`src/rtl/led_breath_pwm.sv`:
```
// led_breath_pwm: LED driver fed by the slow divided square wave from the LFOSC
// divider. Brings tick_in into the clk domain as one-cycle tick pulses, and
// drives the LED as off, solid, blink (toggles on ticks) or breathe (a triangular
// duty ramp applied through a PWM generator).
module led_breath_pwm #(
   parameter int unsigned PWM_WIDTH = 6,
   parameter int unsigned DUTY_STEP = 8
) (
   input  logic                 clk,
   input  logic                 rst,
   input  logic                 tick_in,
   input  logic                 enable,
   input  logic [1:0]           mode,
   output logic                 led,
   output logic [PWM_WIDTH-1:0] duty,
   output logic                 tick_pulse
);

   typedef enum logic [1:0] {
      MODE_OFF     = 2'b00,
      MODE_SOLID   = 2'b01,
      MODE_BLINK   = 2'b10,
      MODE_BREATHE = 2'b11
   } mode_e;

   typedef enum logic [2:0] {
      IDLE    = 3'd0,
      RAMP_UP = 3'd1,
      HOLD_HI = 3'd2,
      RAMP_DN = 3'd3,
      HOLD_LO = 3'd4
   } state_e;

   localparam logic [PWM_WIDTH-1:0] DUTY_MAX = '1;
   localparam logic [PWM_WIDTH:0]   MAX_W    = {1'b0, DUTY_MAX};
   localparam logic [PWM_WIDTH:0]   STEP_W   = (PWM_WIDTH + 1)'(DUTY_STEP);

   // Synchroniser chain, edge history and registered tick pulse
   logic sync1_q, sync1_d;
   logic sync2_q, sync2_d;
   logic hist_q, hist_d;
   logic tick_q, tick_d;

   // PWM datapath
   logic [PWM_WIDTH-1:0] cnt_q, cnt_d;
   logic [PWM_WIDTH-1:0] duty_q, duty_d;
   logic [PWM_WIDTH-1:0] duty_next_q, duty_next_d;
   logic                 cnt_wrap;
   logic                 pwm_raw;

   // Mode tracking, blink state and LED register
   logic [1:0] mode_q, mode_d;
   logic       blink_q, blink_d;
   logic       led_q, led_d;
   mode_e      mode_cur;
   logic       clear;
   logic       advance;

   // Breathe FSM and saturating step arithmetic
   state_e               state_q, state_d;
   logic [PWM_WIDTH:0]   sum_w;
   logic [PWM_WIDTH-1:0] up_sat;
   logic [PWM_WIDTH-1:0] dn_sat;

   // Two-flop synchroniser, history flop, rising-edge detect
   always_comb begin
      sync1_d = tick_in;
      sync2_d = sync1_q;
      hist_d  = sync2_q;
      tick_d  = sync2_q & ~hist_q;
   end

   // Free-running PWM counter, glitch-free duty update at wrap, raw PWM compare
   always_comb begin
      cnt_wrap = (cnt_q == DUTY_MAX);
      cnt_d    = enable ? cnt_q + 1'b1 : '0;
      if (!enable) begin
         duty_d = '0;
      end else if (cnt_wrap) begin
         duty_d = duty_next_q;
      end else begin
         duty_d = duty_q;
      end
      pwm_raw = (cnt_q < duty_q);
   end

   // Mode-change / disable detection; a change discards any coincident tick
   always_comb begin
      mode_cur = mode_e'(mode);
      mode_d   = mode;
      clear    = ~enable | (mode != mode_q);
      advance  = tick_q & ~clear & (mode_cur == MODE_BREATHE);
   end

   // Blink toggle state and LED source select
   always_comb begin
      blink_d = blink_q;
      if (clear) begin
         blink_d = 1'b0;
      end else if (tick_q && mode_cur == MODE_BLINK) begin
         blink_d = ~blink_q;
      end

      led_d = 1'b0;
      if (enable) begin
         case (mode_cur)
            MODE_OFF:     led_d = 1'b0;
            MODE_SOLID:   led_d = 1'b1;
            MODE_BLINK:   led_d = blink_d;
            MODE_BREATHE: led_d = pwm_raw;
            default:      led_d = 1'b0;
         endcase
      end
   end

   // Saturating up/down step of duty_next, computed one bit wider to avoid wrap
   always_comb begin
      sum_w  = {1'b0, duty_next_q} + STEP_W;
      up_sat = (sum_w >= MAX_W) ? DUTY_MAX : sum_w[PWM_WIDTH-1:0];
      dn_sat = ({1'b0, duty_next_q} <= STEP_W) ? '0
                                               : duty_next_q - STEP_W[PWM_WIDTH-1:0];
   end

   // Breathe FSM next-state logic
   always_comb begin
      state_d = state_q;
      if (clear) begin
         state_d = IDLE;
      end else if (advance) begin
         case (state_q)
            IDLE:    state_d = RAMP_UP;
            RAMP_UP: state_d = (up_sat == DUTY_MAX) ? HOLD_HI : RAMP_UP;
            HOLD_HI: state_d = RAMP_DN;
            RAMP_DN: state_d = (dn_sat == '0) ? HOLD_LO : RAMP_DN;
            HOLD_LO: state_d = RAMP_UP;
            default: state_d = IDLE;
         endcase
      end
   end

   // Breathe FSM output: the duty value queued for the next PWM period
   always_comb begin
      duty_next_d = duty_next_q;
      if (clear) begin
         duty_next_d = '0;
      end else if (advance) begin
         case (state_q)
            IDLE, RAMP_UP, HOLD_LO: duty_next_d = up_sat;
            HOLD_HI, RAMP_DN:       duty_next_d = dn_sat;
            default:                duty_next_d = '0;
         endcase
      end
   end

   // State register for every flop in the block
   always_ff @(posedge clk or negedge rst) begin
      if (!rst) begin
         sync1_q     <= 1'b0;
         sync2_q     <= 1'b0;
         hist_q      <= 1'b0;
         tick_q      <= 1'b0;
         cnt_q       <= '0;
         duty_q      <= '0;
         duty_next_q <= '0;
         mode_q      <= '0;
         blink_q     <= 1'b0;
         led_q       <= 1'b0;
         state_q     <= IDLE;
      end else begin
         sync1_q     <= sync1_d;
         sync2_q     <= sync2_d;
         hist_q      <= hist_d;
         tick_q      <= tick_d;
         cnt_q       <= cnt_d;
         duty_q      <= duty_d;
         duty_next_q <= duty_next_d;
         mode_q      <= mode_d;
         blink_q     <= blink_d;
         led_q       <= led_d;
         state_q     <= state_d;
      end
   end

   assign led        = led_q;
   assign duty       = duty_q;
   assign tick_pulse = tick_q;

endmodule

```
`config.mk`:
```
export PLATFORM = sky130hd
export DESIGN_NAME = led_breath_pwm
export DESIGN_NICKNAME = d
export VERILOG_FILES = /design/src/rtl/led_breath_pwm.sv
export SDC_FILE = /design/constraint.sdc
export NUM_CORES = 1
export LEC_CHECK = 0
export ABC_CLOCK_PERIOD_IN_PS = 2200
export CORE_UTILIZATION = 55
export DETAILED_ROUTE_END_ITERATION = 8
export PLACE_DENSITY = 0.81
export SYNTH_ARGS = -nofsm -noshare
export SYNTH_HDL_FRONTEND = slang
export SYNTH_SLANG_ARGS = --single-unit
```
`constraint.sdc`:
```
create_clock -name clk -period 2.2 [get_ports clk]
set_input_delay 0.33 -clock clk [delete_from_list [all_inputs] [get_ports clk]]
set_output_delay 0.33 -clock clk [all_outputs]
set_load 0.1 [all_outputs]
```
After elaboration in Yosys (flattened, before gate mapping)
Cells that the tools add are included.
{ "word_totals": {"out_inout_bits": 8, "input_bits": 6, "wordCells": 61, "reg_bits": 29} }
{ "op_classes": {"eq_ne": 11, "n_reduce_logical": 8, "order_cmp": 3, "n_bitwise": 8, "muxes": 17, "addsub": 3} }
{ "op_table": {"columns": ["operator", "count"], "rows": [
  ["$mux W6", 7],
  ["$eq A6 B6 Y1 const B", 2],
  ["$pmux W3 S4", 1],
  ["$pmux W6 S2", 1],
  ["$mux W3", 3],
  ["$add A6 B4 Y7 const B", 1],
  ["$ge A7 B6 Y1 const B", 1],
  ["$add A6 B1 Y6 const B", 1],
  ["$eq A3 B2 Y1 const B", 2],
  ["$le A6 B4 Y1 const B", 1],
  ["$logic_not A6 Y1", 1],
  ["$lt A6 B6 Y1", 1],
  ["$sub A6 B4 Y6 const B", 1],
  ["$eq A2 B2 Y1 const B", 2],
  ["$not A1 Y1", 4],
  ["$pmux W1 S4", 1],
  ["$reduce_or A2 Y1", 2],
  ["$and A1 B1 Y1", 3],
  ["$eq A3 B1 Y1 const B", 1],
  ["$eq A3 B3 Y1 const B", 1],
  ["$logic_not A3 Y1", 1],
  ["$mux W1", 3],
  ["$reduce_or A3 Y1", 1],
  ["$eq A2 B1 Y1 const B", 1],
  ["7 further kinds", 7]
]} }

Depth between registers and ports, before layout
{ "logic_depth": {"ltp_word": 8, "mapped_depth": 7, "depth_no_buf": 7} }

Least setup slack after synthesis
No wires, ideal clock.
{ "synth_timing": {"kind": "register to register", "start": "reg tick_q (netlist: tick_pulse)", "end": "reg duty_next_q[5]", "n_path_buf": 0, "setup_time_ns": 0.116, "t_arrival_ns": 1.848, "slack_ns": 0.237, "synth_period_minus_slack_ns": 1.963, "required_time_ns": 2.084, "stages_incl_launch_ff": 5, "cell_sequence": "dfrtp_1 > nand4_2 > nor3_2 > nand2_1 > o311ai_0"} }
{ "synth_via": {"elab_chain_cells": 3} }
{ "synth_lines": {"columns": ["element", "line_no", "source"], "rows": [
  ["start, declared", "42", "logic tick_q, tick_d;"],
  ["start signal, assigned", "173", "tick_q <= tick_d;"],
  ["$and A1 B1 Y1 (2 in a row)", "92", "advance = tick_q & ~clear & (mode_cur == MODE_BREATHE);"],
  ["$reduce_bool A2 Y1 (no source line)", null, null],
  ["end signal, assigned", "176", "duty_next_q <= duty_next_d;"],
  ["end, declared", "47", "logic [PWM_WIDTH-1:0] duty_next_q, duty_next_d;"]
]} }
No other way between the ends.
A chain may end at the register's enable or synchronous reset.

Worst setup path in the final report
{ "layout_timing": {"start": "reg duty_next_q[4]", "end": "reg state_q[0]"} }
{ "layout_via": {"elab_chain_cells": 8, "word_cells_on_any_way": 13, "cone_classes": "add/sub: 2; order compare: 2; eq/ne: 1; mux: 7; reduce/logical: 1"} }
{ "layout_lines": {"columns": ["element", "line_no", "source"], "rows": [
  ["$add A6 B4 Y7", "118", "sum_w = {1'b0, duty_next_q} + STEP_W;"],
  ["$ge A7 B6 Y1", "119", "up_sat = (sum_w >= MAX_W) ? DUTY_MAX : sum_w[PWM_WIDTH-1:0];"],
  ["$mux W6", "119", null],
  ["$eq A6 B6 Y1", "132", "RAMP_UP: state_d = (up_sat == DUTY_MAX) ? HOLD_HI : RAMP_UP;"],
  ["$mux W2", "132", null],
  ["$pmux W3 S4 (*)", "130", "case (state_q)"],
  ["$mux W3 (*)", "129", "end else if (advance) begin"],
  ["$mux W3 (*)", "127", "if (clear) begin"],
  ["end signal, assigned", "180", "state_q <= state_d;"],
  ["end, declared", "60", "state_e state_q, state_d;"]
]} }
Every way passes the cells marked *; elsewhere a longest branch is shown, timed or not. The select of a mux whose other input is x is not followed.

==> impl_metrics.tcl <==
set metrics [dict create \
    timing.fmax_mhz 496 \
    grt_usage_pct 22.9 \
    crit_slowest_cell "dfrtp_1" \
    ir_drop_mv 0.449 \
    place_area_mm2 0.00170 \
    synthFlopType "dfrtp_1" \
    antenna_cells 0 \
    critPathLaunchType "flip-flop" \
    grt_max_degree 30 \
    post_drt_wl_per_cell_um 14.2 \
    fin_setup_tns_ns 0 \
    worstPathCellList "inv_1 -> ha_1 -> a21oi_1 -> o31ai_2 -> nand2_1 -> a221o_1" \
    antenna_found_initial 0 \
    nets 188 \
    die_width_um 54.9 \
    netlist_area_mm2 0.00154 \
    hold_start "sync1_q$_DFF_PN0_" \
    fin_crit_sh_pct 91.6 \
    drtIter0Drc 35 \
    die_h_um 54.9 \
    drt-pass1-iter-count 4 \
    insertion_delay_ns 0.32 \
    cts_buffer_depth 2 \
    ys_ff_latch 29 \
    postLayoutCoreUtil_pct 69.0 \
    async_reset_ff_share_pct 100 \
    synth_edf_count 0 \
    status "finished, final reports clean" \
    p_leak_nw 0.791 \
    cp.arrival_ns 2.23 \
    cts.clk_slew.worst_paths_ns 0.09 \
    yosysWarnings 0 \
    cts_sinks 29 \
    grt_pass1_vias 1088 \
    whs_ns 0.368 \
    grt_pass1_wl_um 4630 \
    cp.required_ns 2.41 \
    drive_above_1_share_pct 17.2 \
    synthCells 152 \
    hold_class "flip-flop to flip-flop" \
    synth-seq-area-share_pct 47.2 \
    io_pins 14 \
    synth_nets 167 \
    crit_start "duty_next_q[4]$_DFFE_PN0P_" \
    dieArea_mm2 0.00301 \
    slowest_delay_ns 0.49 \
    setup_violations 0 \
    htree_levels 2 \
    clock_skew_ns 0.00667 \
    r2r-start "duty_next_q[4]$_DFFE_PN0P_" \
    cts_buffers 5 \
    syn_avg_cell_area_um2 10.1 \
    power_per_cell_area_mw_per_mm2 600 \
    dp.final_hpwl_um 2160 \
    wl_um 2900 \
    power_mw 1.06 \
    via_count 1183 \
    initial_core_util_pct 59.8 \
    design_area_mm2 0.00177 \
    overflow 0 \
    viasPerCell 5.80 \
    end_kind "flip-flop" \
    cts_resized 0 \
    worst-path-max-fanout 7 \
    cts_tree "built" \
    rows 18 \
    yosysUniqueCellTypes 36 \
    mostFrequentLayoutCells "29 x dfrtp_1, 16 x nand2_1, 12 x o21ai_0, 12 x buf_4" \
    drc_errors 0 \
    ant_nets 0 \
    gp_congestion 0.874 \
    io_buffers 13 \
    drv_slew 0 \
    period_minus_slack_ns 2.02 \
    cts_root_buffer "clkbuf_4" \
    max_cap_violations 0 \
    rsz0062_at_grt "false" \
    post_cts.repair.setup_buffers 0 \
    critical_path_class "flip-flop to flip-flop" \
    final_common_cell "dfrtp_1" \
    hold_viol_final 0 \
    slew_headroom_pct 69.5 \
    core_mm2 0.00257 \
    synthToLayoutAreaGrowth_pct 15.2 \
    worst_pin_slew_ns 0.455 \
    hold_buffers 0 \
]
-- where the power goes --
group          switching [mW]  internal [mW]
logic                  0.0873         0.0535
registers              0.0137          0.549
clock network           0.174          0.185
total                   0.275          0.787
-- path summary, 6_finish.rpt --
path                                                   end  slack [ns]  cells after the start
worst max-delay path                state_q[0]$_DFFE_PN0P_        0.18                      6
worst min-delay path                      hist_d$_DFF_PN0_        0.37                      0
worst max register to register      state_q[0]$_DFFE_PN0P_        0.18                      6
worst min register to register            hist_d$_DFF_PN0_        0.37                      0
max in group asynchronous       duty_next_q[1]$_DFFE_PN0P_        1.55                      2
min in group asynchronous               cnt_q[0]$_DFF_PN0_        0.39                      2
-- cell families after synthesis --
family / count (synthesis) / synth area share, %
fa+ha+maj: 9 / 7.33
xor+xnor: 10 / 5.70
compound gates: 34 / 15.2
mux: 2 / 1.30
flops: 29 / 47.2
simple gates: 55 / 19.9
buf+inv: 13 / 3.34
-- state kept, by name (all words and copies together), names as in the netlist --
register / flops
cnt_q: 6
duty: 6
duty_next_q: 6
state_q: 3
mode_q: 2
blink_q: 1
hist_d: 1
hist_q: 1
led: 1
sync1_q: 1
tick_pulse: 1
-- worst max-delay path: cells and delay by family, from the launching register on --
kind / cells / cell delay, ns
AOI/OAI and AO/OA: 3 / 0.88
DFF: 1 / 0.49
buffers and inverters: 1 / 0.07
and+or+nand+nor: 1 / 0.12
adders and majority gates: 1 / 0.35
-- routing by layer --
metal	vias to the layer above	track usage (%)	wire (µm)	share of wire [%]
met3	5	8.33	178	6.1
met5	-	0	0	0
li1	571	-	-	-
met1	563	27.3	1310	45
met2	44	37.1	1390	48
met4	0	8.97	31	1.1
-- area by class of cell --
type / count / area (µm²)
clock buffers: 7 / 65.1
multi-input cells: 110 / 759
well taps: 30 / 37.5
flip-flops and latches: 29 / 726
fillers: 198 / 797
inverters: 10 / 37.5
repair buffers: 17 / 140
clock inverters: 1 / 5.00
-- cell usage after synthesis (all sizes together), types with 2 or more instances --
library cell  count  area share [%]
xnor2             8             4.6
nor2b             9             3.7
o311ai            2             1.1
mux2i             2             1.3
nor2              6             1.6
inv              10             2.4
ha                9             7.3
dfrtp            29              47
o21ai            12             3.9
nor4              2            0.81
xor2              2             1.1
buf               2            0.65
a31oi             3             1.2
and2              8             3.3
nor3              2             1.3
nand3             6             2.0
nand2            16             3.9
a21o              3             1.5
a21oi             7             3.0
-- metrics by stage --
step | instances | worst slack, ns
global route | 204 | 0.0648
floorplan | 152 | 0.237
CTS | 204 | 0.203
detailed placement | 196 | 0.135
global placement | 196 | 0.299
finish | 204 | 0.184
Note: power is estimated with default switching activity, not from simulation.
==> patch, RTL diff (same settings) <==
Re-encode `state_e` (5 states) as one-hot, 5 bits wide.
--- a/src/rtl/led_breath_pwm.sv
+++ b/src/rtl/led_breath_pwm.sv
@@ -23,12 +23,12 @@
       MODE_BREATHE = 2'b11
    } mode_e;
 
-   typedef enum logic [2:0] {
-      IDLE    = 3'd0,
-      RAMP_UP = 3'd1,
-      HOLD_HI = 3'd2,
-      RAMP_DN = 3'd3,
-      HOLD_LO = 3'd4
+   typedef enum logic [4:0] {
+      IDLE    = 5'b00001,
+      RAMP_UP = 5'b00010,
+      HOLD_HI = 5'b00100,
+      RAMP_DN = 5'b01000,
+      HOLD_LO = 5'b10000
    } state_e;
 
    localparam logic [PWM_WIDTH-1:0] DUTY_MAX = '1;
Formal check against the unedited RTL: no difference found for any inputs over 10 cycles, from zero or initial values and one cycle with rst low; not proved beyond that.
==> patch against the unedited design <==
  * Routed wire length rose by 8.8%
  * Core utilization is 2.2 points lower
  * Largest cell class unchanged
  * Die area increased by 11%
  * Power is 0.99% lower
  * Worst setup slack better by 72 ps
  * The run now ends with DRC left
  * Sequential cell count grew 2
  * Final cell count up 8.3%
  * Non-clock buffer count unchanged
  * Clock skew grew 6.2 ps
  * Synthesized area rose by 11%
  * Design area grew 7.5%
==> patch: results (changes against the unedited design) <==
outcome:
  status: "finished with violations"
  violations: "DRC"
global_route:
  grt_pass1_wl_um: 5670  # +23%
  use_met2_pct: 35.5  # -1.6 points
  grt_usage_pct: 22.6  # -0.35 points
  antenna_found_initial: 0  # unchanged
  grt_use_met1_pct: 29.7  # +2.4 points
  grt_start_max_net_pins: 32  # +6.7%
  grt_util_met3_pct: 4.91  # -3.4 points
synthesis:
  yosys_warnings: 0  # unchanged
  yosys-top-cells-count: "dfrtp_1 (30), nand2_1 (16), o21ai_0 (12)"
  ys_top_cells_by_area: "dfrtp_1 (44%), ha_1 (6.6%), xnor2_1 (4.6%)"
  synthCells: 172  # +13%
  synth_cell_types: 45  # +25%
  seq_area_frac_synth_pct: 45.5  # -1.8 points
  synthArstFlopShare_pct: 100  # unchanged
  synth_nets: 187  # +12%
layout:
  nNetsFinal: 204  # +8.5%
  diodes: 0  # unchanged
  drive_gt1_share_pct: 13.7  # -3.6 points
clocking:
  cts_htree_levels: 2  # unchanged
  cts_max_path_buffers: 2  # unchanged
  clk_latency_ps: 330
  post-cts-setup-buffer-count: 0  # unchanged
  cts_inserted_buffers: 5  # unchanged
worst_setup_path:
  rr_worst_depth: 6  # unchanged
  reg2reg_from: "duty_next_q[3]"
  worstSetupStartpoint: "duty_next_q[3]"
  crit_fanout: 8  # +1
  cp.arrival_ps: 2160  # -70 ps
  r2r_setup_slack_ps: 260  # +70 ps
place:
  place_congestion: 0.911  # +4.2%
  post-place-ws_ps: 206  # +71.2 ps
  dpl.hpwl_um: 2350  # +8.8%
route:
  drt_wl_total_um: 3160  # +8.8%
  drt_iter0_drc: 55  # +57%
  drt_first_pass_iters: 6  # +2
  routed-via-count: 1293  # +9.3%
  drc: 1  # +1
timing:
  fin_crit_sh_pct: 88.4  # -3.3 points
  finClkSkew_ps: 12.9  # +6.18 ps
  relSlewSlack_pct: 69.2  # -0.26 points
  slew_violations: 0  # unchanged
  timing.hold.ws_ps: 338  # -29.6 ps
pwr:
  p_int_uw: 764  # -3.0%
  ir_worst_vdd_mv: 0.361  # -20%
  p_leak_uw: 0.000897  # +13%
## patch: layout make-up
class,instances,area [sq um]
Clock inverter,1,5.00
Fill cell,221,950
Clock buffer,7,45.0
Tap cell,31,38.8
Timing Repair Buffer,17,140
Inverter,9,33.8
Sequential cell,31,777
Multi-Input combinational cell,125,863
## patch: cells by family after synthesis
family / synth area share, %
AND/OR/NAND/NOR: 19.3
AO/OA/AOI/OAI: 16.1
flip-flops: 45.5
buffers and inverters: 4.03
XOR/XNOR: 6.15
adder cells (fa/ha/maj): 6.59
multiplexers: 2.34
## patch: final timing paths
path / end
max in group asynchronous: state_q[0]
worst max register to register: state_q[1]
worst min-delay path: hist_d
min in group asynchronous: led
worst min register to register: hist_d
worst max-delay path: state_q[1]
## patch: through the flow
stage	instance area, sq um	utilization, %	power, uW	instances
2_1_floorplan	1710	-	700	172
3_3_place_gp	1850	65.0	746	213
3_5_place_dp	1850	65.0	750	213
4_1_cts	1900	66.7	1060	221
5_1_grt	1900	66.7	1100	221
6_report	1900	66.7	1050	221
## patch: power groups by stage
stage | sequential [uW] | clock, uW | combinational [uW]
2_1_floorplan | 630 | 0 | 70.0
3_3_place_gp | 616 | 0 | 130
3_5_place_dp | 616 | 0 | 134
4_1_cts | 605 | 318 | 135
5_1_grt | 609 | 346 | 148
6_report | 605 | 313 | 134
## patch: worst max-delay path, cell delays in order (launching register included)
cell	delay, ps
dfrtp_1	470
inv_1	130
ha_1	370
a21oi_1	100
o31ai_1	410
o21ai_0	160
a22o_1	200
## patch: metal layers
metal / up-vias / routed length [um]
met3: 6 / 160
met2: 29 / 1450
met4: 0 / 49
met1: 621 / 1500
met5: - / 0
li1: 637 / -
